`config.mk`:
```
export PLATFORM = sky130hd
export DESIGN_NAME = req_ack_responder
export DESIGN_NICKNAME = d
export VERILOG_FILES = /design/src/rtl/req_ack_pkg.sv /design/src/rtl/req_ack_responder.sv
export SDC_FILE = /design/constraint.sdc
export NUM_CORES = 1
export LEC_CHECK = 0
export ABC_AREA = 0
export BUFFER_PORTS_ARGS = -buffer_cell sky130_fd_sc_hd__buf_2
export CORE_UTILIZATION = 44
export DETAILED_ROUTE_END_ITERATION = 7
export GPL_ROUTABILITY_DRIVEN = 1
export PLACE_DENSITY_LB_ADDON = 0.05
export SLEW_MARGIN = 20
export SYNTH_ARGS = -nofsm -noshare
export SYNTH_HDL_FRONTEND = slang
export SYNTH_SLANG_ARGS = --single-unit
```
`constraint.sdc`:
```
create_clock -name clk -period 1.5 [get_ports clk]
set_input_delay 0.15 -clock clk [delete_from_list [all_inputs] [get_ports clk]]
set_output_delay 0.15 -clock clk [all_outputs]
set_load 0.02 [all_outputs]
```
`src/rtl/req_ack_pkg.sv`:
```
// Shared types and defaults for the req/ack responder and the
// initiator-side formal harness: FSM state enum, latency/gap defaults, counter width.
package req_ack_pkg;

  typedef enum logic [1:0] {
    IDLE,
    WAIT,
    ACK,
    HOLD
  } state_t;

  localparam int ACK_LATENCY_DEF = 4;
  localparam int MIN_GAP_DEF     = 8;
  localparam int CNT_BITS        = 5;

  typedef logic [CNT_BITS-1:0] cnt_t;

endpackage

```
`src/rtl/req_ack_responder.sv`:
```
// Responder: acks each legal req after ACK_LATENCY cycles, enforces MIN_GAP.
// Ports: clk, rst_n (async low), req in; ack, busy, proto_err, ack_count out.
module req_ack_responder
  import req_ack_pkg::*;
#(
  parameter int ACK_LATENCY = ACK_LATENCY_DEF,
  parameter int MIN_GAP     = MIN_GAP_DEF,
  parameter int CNT_W       = 8
) (
  input  logic             clk,
  input  logic             rst_n,
  input  logic             req,
  output logic             ack,
  output logic             busy,
  output logic             proto_err,
  output logic [CNT_W-1:0] ack_count
);

  // HOLD spans the cycles after the ack up to the end of the gap window.
  localparam int   HOLD_CYC = MIN_GAP - ACK_LATENCY - 1;
  localparam cnt_t WAIT_LD  = cnt_t'(ACK_LATENCY - 2);
  localparam cnt_t HOLD_LD  = cnt_t'(HOLD_CYC - 1);

  state_t state;
  cnt_t   cnt;

  always_ff @(posedge clk or negedge rst_n) begin
    if (!rst_n) begin
      state     <= IDLE;
      cnt       <= '0;
      ack       <= 1'b0;
      busy      <= 1'b0;
      proto_err <= 1'b0;
      ack_count <= '0;
    end else begin
      ack <= 1'b0;
      if (ack)
        ack_count <= ack_count + CNT_W'(1);
      if (req && state != IDLE)
        proto_err <= 1'b1;
      unique case (state)
        IDLE: begin
          if (req) begin
            state <= WAIT;
            cnt   <= WAIT_LD;
            busy  <= 1'b1;
          end
        end
        WAIT: begin
          if (cnt == '0) begin
            state <= ACK;
            ack   <= 1'b1;
          end else begin
            cnt <= cnt - cnt_t'(1);
          end
        end
        ACK: begin
          // A gap of exactly ACK_LATENCY+1 leaves no hold cycles.
          if (HOLD_CYC == 0) begin
            state <= IDLE;
            busy  <= 1'b0;
          end else begin
            state <= HOLD;
            cnt   <= HOLD_LD;
          end
        end
        HOLD: begin
          if (cnt == '0) begin
            state <= IDLE;
            busy  <= 1'b0;
          end else begin
            cnt <= cnt - cnt_t'(1);
          end
        end
      endcase
    end
  end

`ifdef FORMAL
  logic acc;
  assign acc = req && state == IDLE;

  a_ack_lat: assert property (
    @(posedge clk) disable iff (!rst_n)
    acc |-> ##ACK_LATENCY ack);

  a_no_spur: assert property (
    @(posedge clk) disable iff (!rst_n)
    ack |-> $past(acc, ACK_LATENCY));

  a_pulse: assert property (
    @(posedge clk) disable iff (!rst_n)
    ack |=> !ack);
`endif

endmodule

```
# Word-level counts from Yosys, hierarchy flattened

Cells that the tools add are included.

Register bits after elaboration: 18
Latch bits: 0
RAM bits: 0
ROM bits: 0
Input bits: 3
Logic and storage cells: 36
Memories kept: 0

$add $sub $neg: 2
$mul: 0
Divide/modulo/power cells: 0
Order comparisons: 0
Equality and inequality tests: 7
Shifts and indexed selects: 0
Mux-type cells: 12
Bitwise operators: 0
Reduce and logical (&&, ||, !) cells: 9

Operator list:

| operator                                                               | count |
|---|---|
| 5-bit case mux with 3 select lines                                     | 1 |
| 5-bit 2-to-1 mux                                                       | 2 |
| 8-bit by 1-bit adder with 8-bit output (second input constant)         | 1 |
| 2-bit != test (second input constant)                                  | 4 |
| 2-bit case mux with 4 select lines                                     | 1 |
| 2-bit 2-to-1 mux                                                       | 3 |
| 3-bit AND reduction                                                    | 2 |
| 5-bit logical NOT                                                      | 1 |
| 5-bit by 1-bit subtractor with 5-bit output (second input constant)    | 1 |
| 2-bit equality test (second input constant)                            | 2 |
| 1-bit 2-to-1 mux                                                       | 4 |
| 2-bit nonzero test                                                     | 2 |
| 2-bit by 1-bit equality test with 1-bit output (second input constant) | 1 |
| 2-bit logical NOT                                                      | 1 |
| 1-bit case mux with 2 select lines                                     | 1 |
| 2-bit AND reduction                                                    | 1 |
| 2-bit OR reduction                                                     | 1 |
| 1-bit logical AND                                                      | 1 |

# Longest topological paths before layout

Depth after elaboration: 4
Mapped depth: 6
Mapped depth without buffers: 6

# Least setup slack after synthesis

Ideal clock, no wire load.

Path kind: reg2reg
Start: register cnt[0]
End: register state[1]
Setup time: 0.128 ns
Arrival: 1.377 ns
Data required time: 1.372 ns
Slack: -0.004 ns
Cell stages (with the launch flop): 7
Buffers on the path: 0
Clock period less this slack: 1.504 ns
Path through: dfrtp_1 > inv_1 > ha_1 > nor4b_4 > nor2_2 > nor2_2 > mux2_1

Longest elaborated chain between the ends: 3
Elaborated cells between the ends (all ways): 4
Classes of those cells: eq/ne: 2; reduce/logical: 2

RTL lines:

| what                                   | RTL line                                         | source |
|---|---|---|
| start, declared                        | req_ack_responder.sv:25                          | `cnt_t cnt;` |
| start signal, assigned                 | req_ack_responder.sv:54                          | `cnt <= cnt - cnt_t'(1);` |
| start signal, assigned                 | req_ack_responder.sv:72                          | `cnt <= cnt - cnt_t'(1);` |
| 5-bit logical NOT *                    | req_ack_responder.sv:50, req_ack_responder.sv:68 |  |
| 2-bit != test (no source line)         | n/a                                              |  |
| 3-bit AND reduction (no source line) * | n/a                                              |  |
| end signal, assigned                   | req_ack_responder.sv:51                          | `state <= ACK;` |
| end signal, assigned                   | req_ack_responder.sv:60                          | `state <= IDLE;` |
| end signal, assigned                   | req_ack_responder.sv:69                          | `state <= IDLE;` |
| end, declared                          | req_ack_responder.sv:24                          | `state_t state;` |

Every way passes the cells marked *; elsewhere a longest branch is shown, timed or not.
A chain may end at the register's enable or synchronous reset.

# Worst setup path after layout

Ends and elaborated chain as after synthesis.

==> impl_summary.log <==
INFO  metric core-area = 1783 µm²
INFO  metric max_slew.worst_pin.slew = 0.4033 ns
INFO  metric routabilityCongestion = 0.7756
INFO  metric multi_input_area = 409.1 µm²
INFO  metric fmax = 672.4 MHz
INFO  metric crit_slowest_cell = sky130_fd_sc_hd__dfrtp_1
INFO  metric relSlewSlack = 72.91%
INFO  metric worst_path_most_repeated_cell = sky130_fd_sc_hd__nor2_2
INFO  metric reg2reg_depth = 6
INFO  metric final_net_count = 116
INFO  metric final_cells = 131
INFO  metric synth_cell_types = 24
INFO  metric grt_overflow = 0
INFO  metric maxCapViolations = 0
INFO  metric drcViolationCount = 0
INFO  metric final_cell_mix = sky130_fd_sc_hd__dfrtp_1 (18), sky130_fd_sc_hd__buf_2 (13), sky130_fd_sc_hd__buf_4 (12)
INFO  metric number_of_h_tree_branching_levels = 1
INFO  metric area.growth.synth_to_final = 29.51%
INFO  metric n_antenna_cell = 0
INFO  metric detailroute.via_count = 650
INFO  metric pwr_density_cell = 1850 nW/µm²
INFO  metric critical_path.startpoint_type = flop
INFO  metric worstPathMaxFanout = 3
INFO  metric internal_power = 1.305 mW
INFO  metric firstDrtPassIters = 4
INFO  metric clkSinkCount = 18
INFO  metric power_frac_comb = 50.5%
INFO  metric grt_pass1_wl = 2532 µm
INFO  metric critPathKind = reg -> reg
INFO  metric wirelength = 1566 µm
INFO  metric post-route-util = 62.53%
INFO  metric finalSetupViolCount = 0
INFO  metric starting_utilization_of_the_core_area = 48.28%
INFO  metric status = complete, no violations
INFO  metric initial_antenna_violation_count = 0
INFO  metric regToRegStartpoint = cnt[0]
INFO  metric timing.final.crit_share = 99.15%
INFO  metric critical_path.endpoint_type = flop
INFO  metric placed_cells_incl_taps = 124
INFO  metric layout_min_cycle_time = 1.487 ns
INFO  metric most_frequent_standard_cell_in_the_layout_excluding_fill_and_tap_cells = sky130_fd_sc_hd__dfrtp_1
INFO  metric rsz_0062_raised_after_global_routing = yes
INFO  metric quantity_of_i_o_buffers_inserted_on_ports = 13
INFO  metric post-dp-hpwl = 1187 µm
INFO  metric clock_power_share = 14.7%
INFO  metric final.setup.worst_slack = 0.01274 ns
INFO  metric vdd_ir_drop_max = 979.1 µV
INFO  metric slowest_stage_delay_on_critical_path = 0.40 ns
INFO  metric ctsLongestPathBuffers = 2
INFO  metric final_design_area_no_fill = 1115 µm²
INFO  metric power_switching_share = 36.74%
INFO  metric cell_by_cell_listing_of_the_critical_path = inv_2 -> ha_4 -> nor4b_4 -> nor2_2 -> nor2_2 -> mux2_4
INFO  metric synthesis.instances = 76
INFO  metric fill_cell_total_of_the_finished_layout = 156
INFO  metric post_dp_cell_area = 1032 µm²
INFO  metric seq_area = 450.4 µm²
INFO  metric grt_use_total = 17.34%
INFO  metric totalNegativeSetupSlack = 0 ns
INFO  metric max_slew_violation_total_from_the_final_report = 0
INFO  metric floorplan.die.width = 46.23 µm
INFO  metric first_global_vias = 592
INFO  metric proportion_of_layout_cells_with_a_drive_suffix_above_1 = 35.85%
INFO  metric hold-path-cell-count = 2
INFO  metric largest_net_degree_at_the_start_of_global_routing = 19
INFO  metric io-pin-count = 14
INFO  metric cp_data_required_time = 1.69 ns
INFO  metric sequentialPowerShare = 34.9%
INFO  metric route.detailed.wl_per_inst = 11.95 µm
INFO  metric postSynthAreaPerCell = 11.33 µm²
INFO  metric drtIter0Drc = 5
INFO  metric num_rows = 15
INFO  metric clk_transition_reported_paths = 0.11 ns
INFO  metric critical_path.startpoint = cnt[0]
INFO  metric synth_area = 860.8 µm²
INFO  metric synth_warnings = 0
INFO  metric timing.final.hold_violations = 0
INFO  metric die_area = 2137 µm²
INFO  metric clkLatencyLatePin = 0.29 ns
INFO  metric p_sw = 0.7580 mW
INFO  metric syn_nets = 85
INFO  metric synth.ff_latch_count = 18
INFO  metric min_path_type = in -> reg
INFO  metric place_ws = -0.03072 ns
INFO  metric post_synthesis_sequential_area_ratio = 52.33%
INFO  metric clock_skew = 0.003238 ns
INFO  metric static-leakage-power = 0.5625 nW
INFO  metric dieHeight = 46.23 µm
INFO  metric cp.arrival = 1.67 ns
INFO  metric tritoncts = done
INFO  metric hold_start = req
INFO  metric drt.antenna.violating_nets = 0
INFO  metric routed_via_density = 4.962
INFO  metric clock-root-buffer = sky130_fd_sc_hd__clkbuf_4
INFO  metric cts_inserted_buffers = 3
path summary, 6_finish.rpt:
kind,to,slack [ns]
max in group asynchronous,ack_count[3],0.91
setup / recovery,state[1],0.01
setup reg to reg,state[1],0.01
min in group asynchronous,ack_count[0],0.30
hold reg to reg,proto_err,0.47
hold / removal,proto_err,0.11
per-stage QoR:
stage	hold WS [ns]	power (mW)
2_1_floorplan	-0.1456	1.257
4_1_cts	0.09732	2.073
5_1_grt	0.1027	2.235
6_report	0.1106	2.063
3_5_place_dp	0.1048	1.634
3_3_place_gp	0.1022	1.595
critical path, delay by kind of cell (launching register included):
family	cells	cell delay, ns
buffers and inverters	1	0.08
flip-flops	1	0.40
multiplexers	1	0.31
adder cells (fa/ha/maj)	1	0.13
AND/OR/NAND/NOR	3	0.46
power groups by stage:
stage               registers, mW  clock network (mW)  logic, mW
global route                0.744               0.327       1.16
CTS                         0.722               0.312       1.04
finish                      0.720               0.302       1.04
floorplan                   0.777                   0      0.480
detailed placement          0.727                   0      0.907
global placement            0.721                   0      0.873
repair_timing:
action / in CTS / in global routing
endpoints found under the hold margin: 18 / 0
hold buffers: 1 / 0
pin swaps: 3 / 2
setup buffers: 2 / 0
resized for setup: 6 / 1
endpoints found under the setup margin: 2 / 6
layer usage:
layer,global-route usage [%],part of all wire [%],vias up
met5,0,0,-
met4,8.824,0.89,0
met3,2.353,2.9,2
met2,29.58,49,13
met1,21.14,47,316
li1,-,-,319
cell type report:
class,count,area share [%]
Sequential cell,18,40.40
Multi-Input combinational cell,52,36.70
Timing Repair Buffer,26,14.81
Clock buffer,4,3.255
Tap cell,25,2.806
Inverter,6,2.020
state kept, by name, summed over array words and instances, names as in the netlist:
register and count:
busy 1, ack 1, proto_err 1, ack_count 8, cnt 5, state 2
Yosys cell counts:
cell type / count / area, µm²
sky130_fd_sc_hd__nor2_2: 2 / 12.51
sky130_fd_sc_hd__o21ai_0: 2 / 10.01
sky130_fd_sc_hd__o2bb2ai_1: 1 / 8.760
sky130_fd_sc_hd__a22o_1: 2 / 17.52
sky130_fd_sc_hd__and2_1: 3 / 18.77
sky130_fd_sc_hd__dfrtp_1: 18 / 450.4
sky130_fd_sc_hd__a21oi_1: 4 / 20.02
sky130_fd_sc_hd__xnor2_1: 4 / 35.03
sky130_fd_sc_hd__nor2b_1: 1 / 6.260
sky130_fd_sc_hd__o21ai_1: 2 / 10.01
sky130_fd_sc_hd__and3_1: 1 / 6.260
sky130_fd_sc_hd__a21o_1: 2 / 15.01
sky130_fd_sc_hd__nand3_1: 1 / 5.000
sky130_fd_sc_hd__nor4b_4: 1 / 23.77
sky130_fd_sc_hd__nand2_1: 4 / 15.01
sky130_fd_sc_hd__inv_1: 6 / 22.52
sky130_fd_sc_hd__ha_1: 6 / 75.07
sky130_fd_sc_hd__mux2_1: 2 / 22.52
sky130_fd_sc_hd__o32a_1: 1 / 10.01
sky130_fd_sc_hd__nor3_1: 2 / 10.01
sky130_fd_sc_hd__nand2b_1: 1 / 6.260
sky130_fd_sc_hd__nor2_1: 4 / 15.01
sky130_fd_sc_hd__xor2_1: 3 / 26.28
sky130_fd_sc_hd__nand4_1: 3 / 18.77
kinds of logic after synthesis:
logic type	count (synthesis)	synth area share [%]
AND/OR/NAND/NOR	23	15.99
AO/OA/AOI/OAI	14	10.61
multiplexers	2	2.616
XOR/XNOR	7	7.122
buffers and inverters	6	2.616
flip-flops	18	52.33
adder cells (fa/ha/maj)	6	8.721
Note: power is estimated with default switching activity, not from simulation.
